**config.mk**
```make
export PLATFORM = sky130hd
export DESIGN_NAME = adsr_envelope
export DESIGN_NICKNAME = d
export VERILOG_FILES = /design/src/rtl/adsr_pkg.sv /design/src/rtl/adsr_rate_step.sv /design/src/rtl/adsr_envelope.sv
export SDC_FILE = /design/constraint.sdc
export NUM_CORES = 1
export LEC_CHECK = 0
export BUFFER_PORTS_ARGS = -buffer_cell sky130_fd_sc_hd__buf_2
export CAP_MARGIN = 20
export CORE_MARGIN = 2
export CORE_UTILIZATION = 55
export CTS_CLUSTER_SIZE = 25
export DETAILED_ROUTE_END_ITERATION = 7
export PLACE_DENSITY = 0.75
export SETUP_SLACK_MARGIN = 0.05
export SLEW_MARGIN = 15
export SYNTH_ARGS = -nofsm -noshare
export SYNTH_HDL_FRONTEND = slang
export SYNTH_SLANG_ARGS = --single-unit
export TNS_END_PERCENT = 10
```
**constraint.sdc**
```tcl
create_clock -name Clock -period 5.5 [get_ports Clock]
set_clock_uncertainty 0.2 [all_clocks]
set_input_delay 0.55 -clock Clock [delete_from_list [all_inputs] [get_ports Clock]]
set_output_delay 0.55 -clock Clock [all_outputs]
set_load 0.005 [all_outputs]
```
**src/rtl/adsr_pkg.sv**
```systemverilog
// Shared definitions for the ADSR envelope generator: phase codes, the
// state width and the helpers that derive the level ceiling and the
// decay/release shift.
package adsr_pkg;

  localparam int STATE_WIDTH = 3;

  typedef enum logic [STATE_WIDTH-1:0] {
    IDLE    = 3'd0,
    ATTACK  = 3'd1,
    DECAY   = 3'd2,
    SUSTAIN = 3'd3,
    RELEASE = 3'd4
  } adsrState_t;

  // Largest representable envelope level for a given width.
  function automatic int unsigned waveMax(input int unsigned depth);
    return (32'd1 << depth) - 32'd1;
  endfunction

  // Shift applied to the level to size a decay/release step. Shifting by
  // the full level width always yields zero, which floors the step to 1
  // and gives the linear curve.
  function automatic int unsigned stepShift(input bit expEnable,
                                            input int unsigned expShift,
                                            input int unsigned depth);
    return expEnable ? expShift : depth;
  endfunction

endpackage

```
**src/rtl/adsr_rate_step.sv**
```systemverilog
// Phase-rate accumulator for the ADSR envelope. Each sample tick adds the
// rate into a wrapping accumulator; a carry out of the MSB is one level
// step. A rate of zero steps on every tick so the phase completes at once.
module adsr_rate_step
  import adsr_pkg::*;
#(
  parameter int RATE_WIDTH = 8
) (
  input  logic                  Clock,
  input  logic                  Reset,
  input  logic                  SampleTick,
  input  logic                  Clear,
  input  logic [RATE_WIDTH-1:0] Rate,
  output logic                  Step
);

  logic [RATE_WIDTH-1:0] acc;
  logic [RATE_WIDTH:0]   sum;

  // Widened add so the carry out of the accumulator is visible.
  always_comb begin
    sum  = {1'b0, acc} + {1'b0, Rate};
    Step = SampleTick && ((Rate == '0) || sum[RATE_WIDTH]);
  end

  // Accumulator: cleared on phase changes, otherwise advances on ticks.
  always_ff @(posedge Clock or negedge Reset) begin
    if (!Reset) begin
      acc <= '0;
    end else if (Clear) begin
      acc <= '0;
    end else if (SampleTick) begin
      acc <= sum[RATE_WIDTH-1:0];
    end
  end

endmodule

```
**src/rtl/adsr_envelope.sv**
```systemverilog
// ADSR envelope generator. Gate edges steer the phase FSM; the level moves
// only on sample ticks, paced by the per-phase rate accumulator.
// Optional feature: define ADSR_EXP_EN for exponential decay/release steps
// of max(1, Envelope >> EXP_SHIFT); otherwise every step is 1.
module adsr_envelope
  import adsr_pkg::*;
#(
  parameter int WAVE_DEPTH = 8,
  parameter int RATE_WIDTH = 8,
  parameter int EXP_SHIFT  = 3
) (
  input  logic                   Clock,
  input  logic                   Reset,
  input  logic                   SampleTick,
  input  logic                   Gate,
  input  logic [RATE_WIDTH-1:0]  AttackRate,
  input  logic [RATE_WIDTH-1:0]  DecayRate,
  input  logic [WAVE_DEPTH-1:0]  SustainLevel,
  input  logic [RATE_WIDTH-1:0]  ReleaseRate,
  output logic [WAVE_DEPTH-1:0]  Envelope,
  output logic [STATE_WIDTH-1:0] State,
  output logic                   Active,
  output logic                   Done
);

`ifdef ADSR_EXP_EN
  localparam bit ExpEnabled = 1'b1;
`else
  localparam bit ExpEnabled = 1'b0;
`endif

  localparam logic [WAVE_DEPTH-1:0] WaveMax = WAVE_DEPTH'(waveMax(WAVE_DEPTH));
  localparam int unsigned StepShift = stepShift(ExpEnabled, EXP_SHIFT, WAVE_DEPTH);

  adsrState_t            state, stateNext;
  logic [WAVE_DEPTH-1:0] envReg, envNext;
  logic                  doneReg, doneNext;
  logic                  gateDly1, gateDly2;
  logic                  gateRise, gateFall;
  logic                  stateValid;
  logic                  clearAcc;
  logic                  step;
  logic                  rateIsZero;
  logic [RATE_WIDTH-1:0] rateSel;
  logic [WAVE_DEPTH-1:0] shifted, stepSize;
  logic [WAVE_DEPTH-1:0] attackPost, decayPost, releasePost;

  // Pick the rate that paces the current phase.
  always_comb begin
    rateSel = '0;
    case (state)
      ATTACK:  rateSel = AttackRate;
      DECAY:   rateSel = DecayRate;
      RELEASE: rateSel = ReleaseRate;
      default: rateSel = '0;
    endcase
    rateIsZero = (rateSel == '0);
  end

  adsr_rate_step #(
    .RATE_WIDTH(RATE_WIDTH)
  ) uRateStep (
    .Clock      (Clock),
    .Reset      (Reset),
    .SampleTick (SampleTick),
    .Clear      (clearAcc),
    .Rate       (rateSel),
    .Step       (step)
  );

  // Gate edges compare the registered gate with its previous value, so a
  // change shows up in State two rising edges after the input moves.
  always_comb begin
    gateRise = gateDly1 & ~gateDly2;
    gateFall = ~gateDly1 & gateDly2;
  end

  // Candidate levels for each phase assuming this tick is taken.
  always_comb begin
    shifted  = envReg >> StepShift;
    stepSize = (shifted == '0) ? WAVE_DEPTH'(1) : shifted;

    attackPost = envReg;
    if (step) begin
      attackPost = (rateIsZero || (envReg == WaveMax)) ? WaveMax : envReg + 1'b1;
    end

    decayPost = envReg;
    if (step) begin
      if (!rateIsZero && (envReg > SustainLevel) && ((envReg - SustainLevel) > stepSize)) begin
        decayPost = envReg - stepSize;
      end else begin
        decayPost = SustainLevel;
      end
    end

    releasePost = envReg;
    if (step) begin
      releasePost = (!rateIsZero && (envReg > stepSize)) ? envReg - stepSize : '0;
    end
  end

  // Phase FSM: invalid codes recover first, then gate edges, then the tick step.
  always_comb begin
    stateNext  = state;
    envNext    = envReg;
    doneNext   = 1'b0;
    clearAcc   = 1'b0;
    stateValid = (state == IDLE) || (state == ATTACK) || (state == DECAY) ||
                 (state == SUSTAIN) || (state == RELEASE);

    if (!stateValid) begin
      stateNext = IDLE;
      clearAcc  = 1'b1;
    end else if (gateRise) begin
      stateNext = ATTACK;
      clearAcc  = 1'b1;
    end else if (gateFall && ((state == ATTACK) || (state == DECAY) || (state == SUSTAIN))) begin
      stateNext = RELEASE;
      clearAcc  = 1'b1;
    end else begin
      case (state)
        IDLE: begin
          envNext  = '0;
          clearAcc = 1'b1;
        end
        ATTACK: begin
          if (SampleTick) begin
            envNext = attackPost;
            if (attackPost == WaveMax) begin
              stateNext = DECAY;
              clearAcc  = 1'b1;
            end
          end
        end
        DECAY: begin
          if (SampleTick) begin
            envNext = decayPost;
            if (decayPost <= SustainLevel) begin
              stateNext = SUSTAIN;
              clearAcc  = 1'b1;
            end
          end
        end
        SUSTAIN: begin
          clearAcc = 1'b1;
          if (SampleTick) begin
            envNext = SustainLevel;
          end
        end
        RELEASE: begin
          if (SampleTick) begin
            envNext = releasePost;
            if (releasePost == '0) begin
              stateNext = IDLE;
              doneNext  = 1'b1;
              clearAcc  = 1'b1;
            end
          end
        end
        default: begin
          stateNext = IDLE;
          clearAcc  = 1'b1;
        end
      endcase
    end
  end

  // State, level, done pulse and gate history registers.
  always_ff @(posedge Clock or negedge Reset) begin
    if (!Reset) begin
      state    <= IDLE;
      envReg   <= '0;
      doneReg  <= 1'b0;
      gateDly1 <= 1'b0;
      gateDly2 <= 1'b0;
    end else begin
      state    <= stateNext;
      envReg   <= envNext;
      doneReg  <= doneNext;
      gateDly1 <= Gate;
      gateDly2 <= gateDly1;
    end
  end

  // Registered outputs straight from the state and level registers.
  always_comb begin
    Envelope = envReg;
    State    = state;
    Active   = (state != IDLE);
    Done     = doneReg;
  end

endmodule

```
======== Word level (Yosys, flattened, before mapping) ========
Cells that the tools add are included.
word-level totals
  bits in registers ....................... 22
  input port bits ......................... 36
  output and inout port bits .............. 13
  logic and storage cells ................. 98
operators by class
  add/subtract/negate cells ............... 4
  $lt $le $gt $ge ......................... 4
  equality and inequality tests ........... 17
  multiplexer cells ....................... 38
  bitwise gates (word level) .............. 6
  reductions and logical operators ........ 23
operator list
  cell                   number
  $mux W8                12
  $pmux W8 S5            1
  $mux W3                9
  $pmux W8 S3            1
  $eq A8 B8 Y1 const B   2
  $gt A8 B1 Y1 const B   2
  $logic_not A8 Y1       2
  $ne A5 B3 Y1 const B   3
  $ne A5 B4 Y1 const B   3
  $mux W1                13
  $pmux W3 S4            1
  $add A8 B8 Y9          1
  $add A8 B1 Y8 const B  1
  $gt A8 B8 Y1           1
  $le A8 B8 Y1           1
  $logic_or A1 B1 Y1     8
  $ne A2 B2 Y1 const B   4
  $reduce_and A8 Y1      1
  $sub A8 B1 Y8 const B  1
  $sub A8 B8 Y8          1
  $reduce_and A7 Y1      1
  $eq A3 B2 Y1 const B   2
  $logic_and A1 B1 Y1    5
  $reduce_bool A5 Y1     1
  other kinds (11)       15

======== Longest topological paths before layout ========
  depth in word-level cells ............... 16
  mapped depth ............................ 27
  depth with buffers taken out ............ 24

======== Modules after synthesis ========
A second synthesis with hierarchy kept.
unflattened totals
  cell total of the unflattened synthesis .. 427
  area, all modules ....................... 3260.6 µm²
modules (own cells, without submodules)
  module          instances  cells an instance  area an instance (µm²)  sequential area each (µm²)
  adsr_envelope   1          353                2561.2                  350.3
  adsr_rate_step  1          74                 699.4                   200.2

======== Least setup slack after synthesis ========
Ideal clock, no wire load.
  kind .................................... reg-to-reg
  from .................................... register state[0] (netlist: State[0])
  to ...................................... register state[0] (netlist: State[0])
  setup time .............................. 0.126 ns
  arrival ................................. 4.510 ns
  required time ........................... 5.174 ns
  slack ................................... 0.664 ns
  stages on the path, launching flop included .. 26
  buffers on the path ..................... 3
  clock period less this slack ............ 4.836 ns
  cell sequence ........................... dfrtp_1 buf_2 nor2_1 buf_6 a211oi_1 inv_1 ha_1 inv_1 fa_1 nand2b_1 a21oi_1 o22ai_1 o21ai_1 and2_1 clkbuf_1 nor2_1 a21oi_1 ha_1 nor2b_1 o21ai_0 nand2b_1 a21oi_1 o211ai_1 o311ai_0 o2bb2ai_1 o32a_1
on the way
  word-level cells in the longest chain between the ends .. 11
  elaborated cells on any way between the ends .. 44
  those cells by class .................... add/sub: 1; order compare: 1; eq/ne: 12; mux: 11; reduce/logical: 19
RTL lines
  what                                                    RTL line              source
  from (decl)                                             adsr_envelope.sv:35   adsrState_t state, stateNext;
  from (signal assigned)                                  adsr_envelope.sv:178  state <= stateNext;
  branches (longest 11 deep; another with $add A8 B8 Y9)  --
Several ways; the timed one is not identified.
A chain may end at the register's enable or synchronous reset.

======== Worst setup path after layout ========
  from .................................... register state[1] (netlist: State[1])
  to ...................................... register state[0] (netlist: State[0])
Same word-level chain as after synthesis.

==> summary.md <==
| Metric | Value |
|---|---|
| Vias per inst | `6.77` |
| Cell Pwr Density | `about 310 nW/um2` |
| Clock share of power | `0.094` |
| First-pass GRT wire length | `between 15 and 20 mm` |
| Yosys reg bits | `22` |
| Mapped cell area | `approximately 3400 um2` |
| Post-DP HPWL | `8.21 mm` |
| Setup repair bufs after CTS | `0` |
| Post-synthesis mux area share | `0.00582` |
| CP cell instances | `nor3b_4, a222oi_1, inv_1, ha_1, or4_1, o22ai_1, o21ai_1, and2_2, nor2_1, a21oi_1, ha_1, nor2b_1, o21ai_0, nand2b_1, a21oi_1, o211ai_1, o311ai_1, o2bb2ai_1, o32a_1` |
| Critical path endpoint category | `register` |
| Clk_lat worst skew | `between 200 and 300 ps` |
| Area leader, netlist | `dfrtp_1` |
| Commonest cells after routing, fill and taps aside | `buf_2 (48), a21oi_1 (46), nand2_1 (46), nor2_1 (39), o21ai_0 (33)` |
| Synthesized area per cell | `approximately 7.2 um2` |
| Flop pwr share | `0.200` |
| Final min period | `between 5000 and 6000 ps` |
| Largest net degree at the start of global routing | `27` |
| Sw frac | `0.531` |
| Chip Height | `between 80 and 90 um` |
| Setup-failing EPs final | `0` |
| Mapped Nets | `roughly 540` |
| Post-synth EDFFs | `0` |
| Max incr delay on CP | `550 ps` |
| Max Freq | `roughly 200 MHz` |
| Lkg Pwr | `1.77 nW` |
| DR iter-0 viols | `between 500 and 600` |
| Cells after Synth | `479` |
| Clk sinks | `22` |
| Final nets | `about 590` |
| Slowest CP cell | `or4_1` |
| Multi-input logic area | `2680 um2` |
| Io pins | `49` |
| Max-slew violation count | `0` |
| Reg area | `~550 um2` |
| Critical path class | `reg -> reg` |
| Most common cell after layout, fill and taps aside | `buf_2` |
| Sequential element share of the synthesized area | `0.160` |
| Status | `completed` |
| Vias in the first global route | `3,571` |
| Core box area | `approximately 6000 um2` |
| Relative slew slack | `0.505` |
| CTS tree | `yes` |
| Sw power | `~630 uW` |
| Row cnt | `28` |
| H-tree level count | `1` |
| Share of post-route cells with drive strength above 1 | `0.166` |
| Setup TNS | `0 ps` |
| Final Cycle Share | `0.933` |
| Async set-reset flop share out of synthesis | `1.00` |
| Synth Area in Compound Gates | `0.349` |
| Antenna Nets Post-Route | `0` |
| Main synth FF type | `dfrtp_1` |
| Fin. Hold Viols | `0` |
| Worst Setup Start Kind | `register` |
| Initial core utilization | `0.574` |
| Clock buffer depth | `2` |
| Root Buffer | `clkbuf_8` |
| Worst endpoint required time | `between 5000 and 6000 ps` |
| Tot GR Track Use | `0.303` |
| Critical Path AT | `slightly above 5000 ps` |
| Worst vdd ir | `between 0.0002 and 0.00025 V` |
| Layout filler cell count | `around 530` |
| Synth top area cells | `dfrtp_1 (16%), ha_1 (9.8%), a21oi_1 (6.7%), nand2_1 (5.1%), o21ai_0 (4.8%)` |
| Routability cong. | `1.03` |
| Int Pwr | `553 uW` |
| Gr ovfl total | `0` |
| Area share of the largest cell type after synthesis | `0.160` |
| CTS Hold Buffers Added | `0` |
| RSZ-0062 raised after global routing | `false` |
| Synthesis Warnings | `0` |
| Largest family of logic cells by synthesized area | `compound AO/OA/AOI/OAI gates` |
| P&R area growth vs syn | `11.9%` |
| WL final | `around 11 mm` |
| Die area | `just under 7000 um2` |
| Worst hold path type | `in -> async` |
| TritonCTS Buffers | `3` |
| DR DRC count | `0` |
| Reg clk slew, reported paths | `approximately 100 ps` |
| Via count | `around 4,000` |
| XOR/XNOR Fraction of Synth Area | `0.0153` |
| Comb pwr share | `0.706` |
| DRT Pass-1 Iters | `7` |
| Critical Path Fanout Max | `17` |
| Adder-cell share of the synthesized area | `0.110` |
| Antenna violations before repair | `0` |
| Die width | `roughly 83 um` |
| Synth unique cells | `72` |
| Simple-gate share of the synthesized area | `0.293` |
| Routed WL per cell | `between 15 and 20 um` |
| Port Buffers | `48` |
| Power after layout | `between 1 and 1.5 mW` |
| Antenna diode count | `0` |
| Worst-Margin Slew | `between 700 and 800 ps` |
| Max Cap Viol | `0` |
-- registers in the layout, indices dropped and copies added, names as in the netlist --
name,cells
Done,1
Envelope,8
State,3
gateDly1,1
gateDly2,1
uRateStep.acc,8
-- area by class of cell --
cell class	instances	share of cell area
clock buffer	3	0.0107
tap	75	0.0244
multi-input combinational	403	0.697
sequential	22	0.144
inverter	26	0.0254
timing repair buffer	65	0.0989
-- critical path: cells and delay by family, from the launching register on --
family,cells,cell delay [ps]
buffers and inverters,1,110
adders and majority gates,2,550
AOI/OAI and AO/OA,10,2180
DFF,1,510
and+or+nand+nor,6,1470
-- layer usage --
layer	part of all wire	global-route usage	routed length [um]	up-vias
met5	0	0	0	-
met4	0.017	0.0641	186	0
met3	0.094	0.0507	1030	29
met2	0.44	0.456	4800	237
met1	0.45	0.454	4870	1894
li1	-	-	-	1863
-- cell families (layout without fill, tap and decap cells) --
family,after synthesis,count (layout)
flops,22,22
buf+inv,54,94
compound gates,175,175
mux,2,2
simple gates,191,191
fa+ha+maj,29,29
xor+xnor,6,6
-- timing repair --
| item | in CTS | in global routing |
|---|---|---|
| endpoints found under the setup margin | 2 | 11 |
| pin swaps | 0 | 0 |
| gates cloned | 0 | 0 |
| gates resized for setup | 2 | 8 |
-- synth_stat cells (3+ instances only) --
cell type,count
o22a_1,5
o31a_1,3
nand4_1,6
ha_1,27
o21a_1,8
nor2_1,40
and3_1,4
o221ai_1,3
clkbuf_1,16
a21o_1,9
dfrtp_1,22
inv_1,25
nand2_1,47
nor3_1,9
nand3_1,18
or3_1,6
a211o_1,3
a31oi_1,4
and2_1,11
o21ai_1,3
a222oi_1,7
nand2b_1,15
o211ai_1,5
xor2_1,4
nor2b_1,16
o31ai_1,6
o22ai_1,7
o21ai_0,33
a21oi_1,46
a211oi_1,7
buf_2,8
-- power groups by stage --
stage | combinational (mW) | clock, mW | sequential, mW
after floorplan | 0.617 | 0 | 0.209
after global placement | 0.782 | 0 | 0.229
after detailed placement | 0.794 | 0 | 0.232
after CTS | 0.801 | 0.110 | 0.229
after global routing | 0.910 | 0.115 | 0.241
final | 0.832 | 0.111 | 0.235
-- metrics by stage --
step                      utilization  worst slack (ps)  cells  hold slack, ps  instance area [um2]
after floorplan                     -               664    479            54.4                 3440
after global routing            0.642              41.1    594            95.6                 3850
after detailed placement        0.631              7.11    591             238                 3780
final                           0.642               367    594            45.6                 3850
after global placement          0.631              51.4    591             224                 3780
after CTS                       0.638               131    594            66.0                 3820
-- final timing paths --
check,from,end,slack (ps),cells after the start
setup / recovery,State[1],State[0],370,19
hold / removal,Reset,Envelope[0],50,1
setup reg to reg,State[1],State[0],370,19
hold reg to reg,gateDly1,gateDly2,250,0
max in group asynchronous,Reset,State[2],4650,1
min in group Clock,Gate,gateDly1,170,1
No activity file was read; power rests on OpenSTA's default activity.
